[src/rtl/seq_divider16.sv]
// Multi-cycle unsigned restoring divider, one trial subtraction per clock.
// Start/busy/done handshake; results hold until the next division completes.
module seq_divider16 #(
    parameter int WIDTH = 16,
    parameter int CNT_W = 5
) (
    input  logic             clk,
    input  logic             rst_n,
    input  logic             start,
    input  logic [WIDTH-1:0] dividend,
    input  logic [WIDTH-1:0] divisor,
    output logic             busy,
    output logic             done,
    output logic [WIDTH-1:0] quotient,
    output logic [WIDTH-1:0] remainder,
    output logic             div_by_zero
);

    typedef enum logic [1:0] {
        IDLE = 2'd0,
        RUN  = 2'd1,
        DONE = 2'd2
    } state_t;

    localparam logic [CNT_W-1:0] LAST = CNT_W'(WIDTH);

    state_t             state, state_nxt;
    logic [WIDTH-1:0]   r, q, d;
    logic [CNT_W-1:0]   cnt;
    logic               dz;
    logic               accept;
    logic               finish;
    logic               busy_nxt;
    logic               done_nxt;
    logic [WIDTH-1:0]   r_sh, q_sh;
    logic [WIDTH:0]     diff;

    assign accept = start && (state != RUN);
    assign finish = (state == RUN) && (cnt == LAST);

    // Trial subtract as A + ~B + 1 on WIDTH+1 bits; MSB set means borrow.
    assign r_sh = {r[WIDTH-2:0], q[WIDTH-1]};
    assign q_sh = {q[WIDTH-2:0], 1'b0};
    assign diff = {1'b0, r_sh} + {1'b1, ~d} + (WIDTH+1)'(1);

    always_ff @(posedge clk or negedge rst_n) begin
        if (!rst_n) begin
            state <= IDLE;
        end else begin
            state <= state_nxt;
        end
    end

    always_comb begin
        state_nxt = state;
        unique case (state)
            IDLE: if (start) state_nxt = RUN;
            RUN:  if (cnt == LAST) state_nxt = DONE;
            DONE: state_nxt = start ? RUN : IDLE;
            default: state_nxt = IDLE;
        endcase
    end

    always_comb begin
        busy_nxt = (state_nxt != IDLE);
        done_nxt = finish;
    end

    always_ff @(posedge clk or negedge rst_n) begin
        if (!rst_n) begin
            busy <= 1'b0;
            done <= 1'b0;
        end else begin
            busy <= busy_nxt;
            done <= done_nxt;
        end
    end

    // A zero divisor skips the iterations by preloading the counter.
    always_ff @(posedge clk or negedge rst_n) begin
        if (!rst_n) begin
            r   <= '0;
            q   <= '0;
            d   <= '0;
            cnt <= '0;
            dz  <= 1'b0;
        end else if (accept) begin
            r   <= '0;
            q   <= dividend;
            d   <= divisor;
            dz  <= (divisor == '0);
            cnt <= (divisor == '0) ? LAST : '0;
        end else if (state == RUN && cnt != LAST) begin
            cnt <= cnt + 1'b1;
            if (!diff[WIDTH]) begin
                r <= diff[WIDTH-1:0];
                q <= q_sh | WIDTH'(1);
            end else begin
                r <= r_sh;
                q <= q_sh;
            end
        end
    end

    always_ff @(posedge clk or negedge rst_n) begin
        if (!rst_n) begin
            quotient    <= '0;
            remainder   <= '0;
            div_by_zero <= 1'b0;
        end else if (finish) begin
            if (dz) begin
                quotient    <= '1;
                remainder   <= q;
                div_by_zero <= 1'b1;
            end else begin
                quotient    <= q;
                remainder   <= r;
                div_by_zero <= 1'b0;
            end
        end
    end

endmodule

[config.mk]
export PLATFORM = sky130hd
export DESIGN_NAME = seq_divider16
export DESIGN_NICKNAME = d
export VERILOG_FILES = /design/src/rtl/seq_divider16.sv
export SDC_FILE = /design/constraint.sdc
export NUM_CORES = 1
export LEC_CHECK = 0
export BUFFER_PORTS_ARGS = -buffer_cell sky130_fd_sc_hd__buf_2
export CAP_MARGIN = 10
export CORE_MARGIN = 5
export CORE_UTILIZATION = 52
export DETAILED_ROUTE_END_ITERATION = 12
export HOLD_SLACK_MARGIN = 0.03
export PLACE_DENSITY = 0.77
export SLEW_MARGIN = 20
export SYNTH_ARGS = -nofsm -noshare
export SYNTH_HDL_FRONTEND = slang
export SYNTH_SLANG_ARGS = --single-unit
[constraint.sdc]
create_clock -name clk -period 2.4 [get_ports clk]
set_input_delay 0.48 -clock clk [delete_from_list [all_inputs] [get_ports clk]]
set_output_delay 0.48 -clock clk [all_outputs]
set_load 0.005 [all_outputs]
==> flow_summary_export.csv <==
group,metric,value,unit
outcome,run_status,"finished with violations",
outcome,failed_checks,"negative setup slack",
placed_design,number_of_placed_instances_taps_included,690,
cells_and_area,mostFrequentLayoutCell,"sky130_fd_sc_hd__nand2_1",
timing,max_clock_freq,0.410,GHz
worst_setup_path,r2r-start,"d[0]",
cells_and_area,layout.area.seq,2280,µm²
worst_setup_path,setup_crit_start,"d[0]",
timing,period_needed,2440,ps
cts,cts-buffers-inserted,9,
worst_setup_path,critical_path.slowest_cell,"sky130_fd_sc_hd__dfrtp_1",
cells_and_area,finalNetCount,647,
cells_and_area,most-common-layout-cells,"sky130_fd_sc_hd__nand2_1 (106), sky130_fd_sc_hd__dfrtp_1 (91), sky130_fd_sc_hd__buf_2 (68), sky130_fd_sc_hd__o21ai_0 (58), sky130_fd_sc_hd__buf_4 (29)",
floorplan,horiz_die_dim,105,µm
floorplan,floorplan.die_area,11000,µm²
timing,max_transition_margin,59.6,%
pwr,ir_worst_vdd,688,µV
floorplan,start_util,53.6,%
worst_setup_path,critical_path_class,"reg -> reg",
placed_design,dp.final_hpwl,8240,µm
flow_run,maxCapViolations,0,
synth,post_synth_instance_area,4700,µm²
detailed_routing,total_wire_length_after_detailed_routing,10900,µm
cells_and_area,layout_cell_share_with_drive_strength_beyond_1,23.1,%
worst_setup_path,worstPathRequired,2690,ps
detailed_routing,drc,0,
placed_design,port_buffers,69,
worst_setup_path,timing.critical_path.cells,"ha_4 -> fa_2 -> nor2b_2 -> o211ai_1 -> a21oi_2 -> o21bai_1 -> a31o_2 -> or2_4 -> o211ai_2",
detailed_routing,first_iter_violations,214,
cells_and_area,area_growth,18.2,%
synth,synth_enable_flop_cells,0,
placed_design,gpl.final_weighted_congestion,0.862,
cells_and_area,diodes,0,
synth,synthesis.instances,512,
cells_and_area,final_cell_area,5550,µm²
worst_setup_path,cp_num_buf_inv,0,
detailed_routing,drtAntennaViolNets,0,
synth,register_bit_count_reported_by_yosys,91,
detailed_routing,routedWlPerCell,15.4,µm
min_path,hold_class,"in -> async",
detailed_routing,dr.pass1.iters,5,
floorplan,core_footprint,8760,µm²
timing,timing.final.max_slew_violations,0,
worst_setup_path,critical_path.max_stage_delay,410,ps
worst_setup_path,timing.critical_path.from_type,"register",
pwr,p_leak,2.72,nW
worst_setup_path,path_max_fanout,7,
cells_and_area,layout.cells.non_filler,706,
cts,clock_root_buffer,"sky130_fd_sc_hd__clkbuf_8",
cts,post_cts_hold_buffer_count,0,
global_routing,pin_count_of_the_biggest_net_entering_global_routing,41,
floorplan,chipHeight,105,µm
cts,buffer_levels_on_the_longest_clock_path,2,
global_routing,first_pass_grt_wire_length,18200,µm
detailed_routing,avgViaCountPerCell,5.53,
placed_design,placed_area,5290,µm²
timing,timing.clock.skew,12.0,ps
global_routing,antenna_found_initial,0,
worst_setup_path,cpLargestDelayFamily,"compound AO/OA/AOI/OAI gates",
synth,synth_top_flop_cell,"sky130_fd_sc_hd__dfrtp_1",
cts,clkSinkCount,91,
timing,fin_ws,-40.1,ps
timing,setup-tns-final,-161,ps
synth,synth_seq_area_share,48.5,%
cts,cts_max_level,3,
synth,synth_async_sr_flop_share,100,%
cts,cts_tree,"done",
synth,postSynthNetCount,566,
synth,synthDistinctLibCells,45,
synth,postSynthAreaPerCell,9.17,µm²
floorplan,pin_count,70,
timing,unrepaired_setup_endpoints_after_global_routing,"true",
worst_setup_path,worst-endpoint-arrival,2730,ps
timing,worstMarginPinSlew,605,ps
floorplan,row_count,34,
cts,clkLatencyLatePin,370,ps
pwr,power.density,1650,nW/µm²
cells_and_area,fillerInstances,747,
global_routing,grt_use_total,20.2,%
synth,yosysWarnings,0,
cells_and_area,utilization,63.3,%
timing,setup_viol_count_final,8,
worst_setup_path,timing.critical_path.to_type,"register",
cells_and_area,multi_input_area,2230,µm²
timing,timing.final.hold_violations,0,
global_routing,total_grt_overflow,0,
cts,clkSlewWorstSetupHoldPaths,100,ps
pwr,totalPowerFinal,9.15,mW
timing,min_period_over_period,102,%
global_routing,first_global_vias,3621,
detailed_routing,dr_total_vias,3903,
sequential cells by signal (all words and copies together), names as in the netlist, 2 cells and up:
| signal | count |
|---|---|
| d | 16 |
| q | 16 |
| quotient | 16 |
| r | 16 |
| remainder | 16 |
| cnt | 5 |
| state | 2 |
final timing paths:
check                           endpoint  slack, ps  cells after the start
max                                r[11]        -40                      9
min                         quotient[15]         80                      1
max reg2reg                        r[11]        -40                      9
min reg2reg                  quotient[6]        480                      2
max in group asynchronous  remainder[11]       1670                      2
min in group clk                   q[12]        330                      3
where the power goes:
part | total, mW | internal [mW] | switching (mW)
Clock | 1.18 | 0.600 | 0.575
Sequential | 2.72 | 2.22 | 0.491
Combinational | 5.26 | 2.38 | 2.87
cell type report:
class,count,share of cell area [%]
inverter,25,1.69
timing repair buffer,99,10.6
tap,108,2.44
clock inverter,6,1.74
sequential,91,41.0
clock buffer,10,2.30
multi-input combinational,367,40.2
what timing repair did:
item / in CTS / in global routing
endpoints found under the hold margin: 0 / 0
setup buffers: 0 / 0
pin swaps: 2 / 11
gates resized for setup: 3 / 12
endpoints found under the setup margin: 17 / 17
layer usage:
layer | part of all wire [%] | wire length (µm) | GRT usage (%) | up-vias
met3 | 5.1 | 553 | 3.58 | 10
met1 | 50 | 5420 | 31.0 | 1843
met5 | 0 | 0 | 0 | -
met4 | 0.91 | 99 | 5.30 | 0
met2 | 44 | 4810 | 29.5 | 120
li1 | - | - | - | 1930
metrics by stage:
step	hold slack [ps]	setup slack [ps]
2_1_floorplan	184	2.40
3_3_place_gp	457	-28.2
3_5_place_dp	465	-146
4_1_cts	94.8	-8.73
5_1_grt	117	-113
6_report	80.2	-40.1
cells in the mapped netlist, types with 6 or more instances:
cell type	number	share of area, %
sky130_fd_sc_hd__a21oi_1	14	1.5
sky130_fd_sc_hd__a22oi_1	16	2.6
sky130_fd_sc_hd__clkbuf_1	25	2.0
sky130_fd_sc_hd__dfrtp_1	91	48
sky130_fd_sc_hd__ha_1	18	4.8
sky130_fd_sc_hd__inv_1	25	2.0
sky130_fd_sc_hd__mux2i_1	24	5.1
sky130_fd_sc_hd__nand2_1	107	8.6
sky130_fd_sc_hd__nand3_1	27	2.9
sky130_fd_sc_hd__nor2_1	26	2.1
sky130_fd_sc_hd__o211ai_2	6	1.6
sky130_fd_sc_hd__o21ai_0	64	6.8
sky130_fd_sc_hd__xnor2_1	9	1.7
sky130_fd_sc_hd__xor2_1	6	1.1
kinds of logic after synthesis:
family                   after synthesis  synth area share [%]
XOR/XNOR                              15                  2.80
flip-flops                            91                  48.5
buffers and inverters                 54                  4.80
multiplexers                          26                  5.60
AND/OR/NAND/NOR                      181                  16.5
AO/OA/AOI/OAI                        126                  16.6
adder cells (fa/ha/maj)               19                  5.22
No activity file was read; power rests on OpenSTA's default activity.
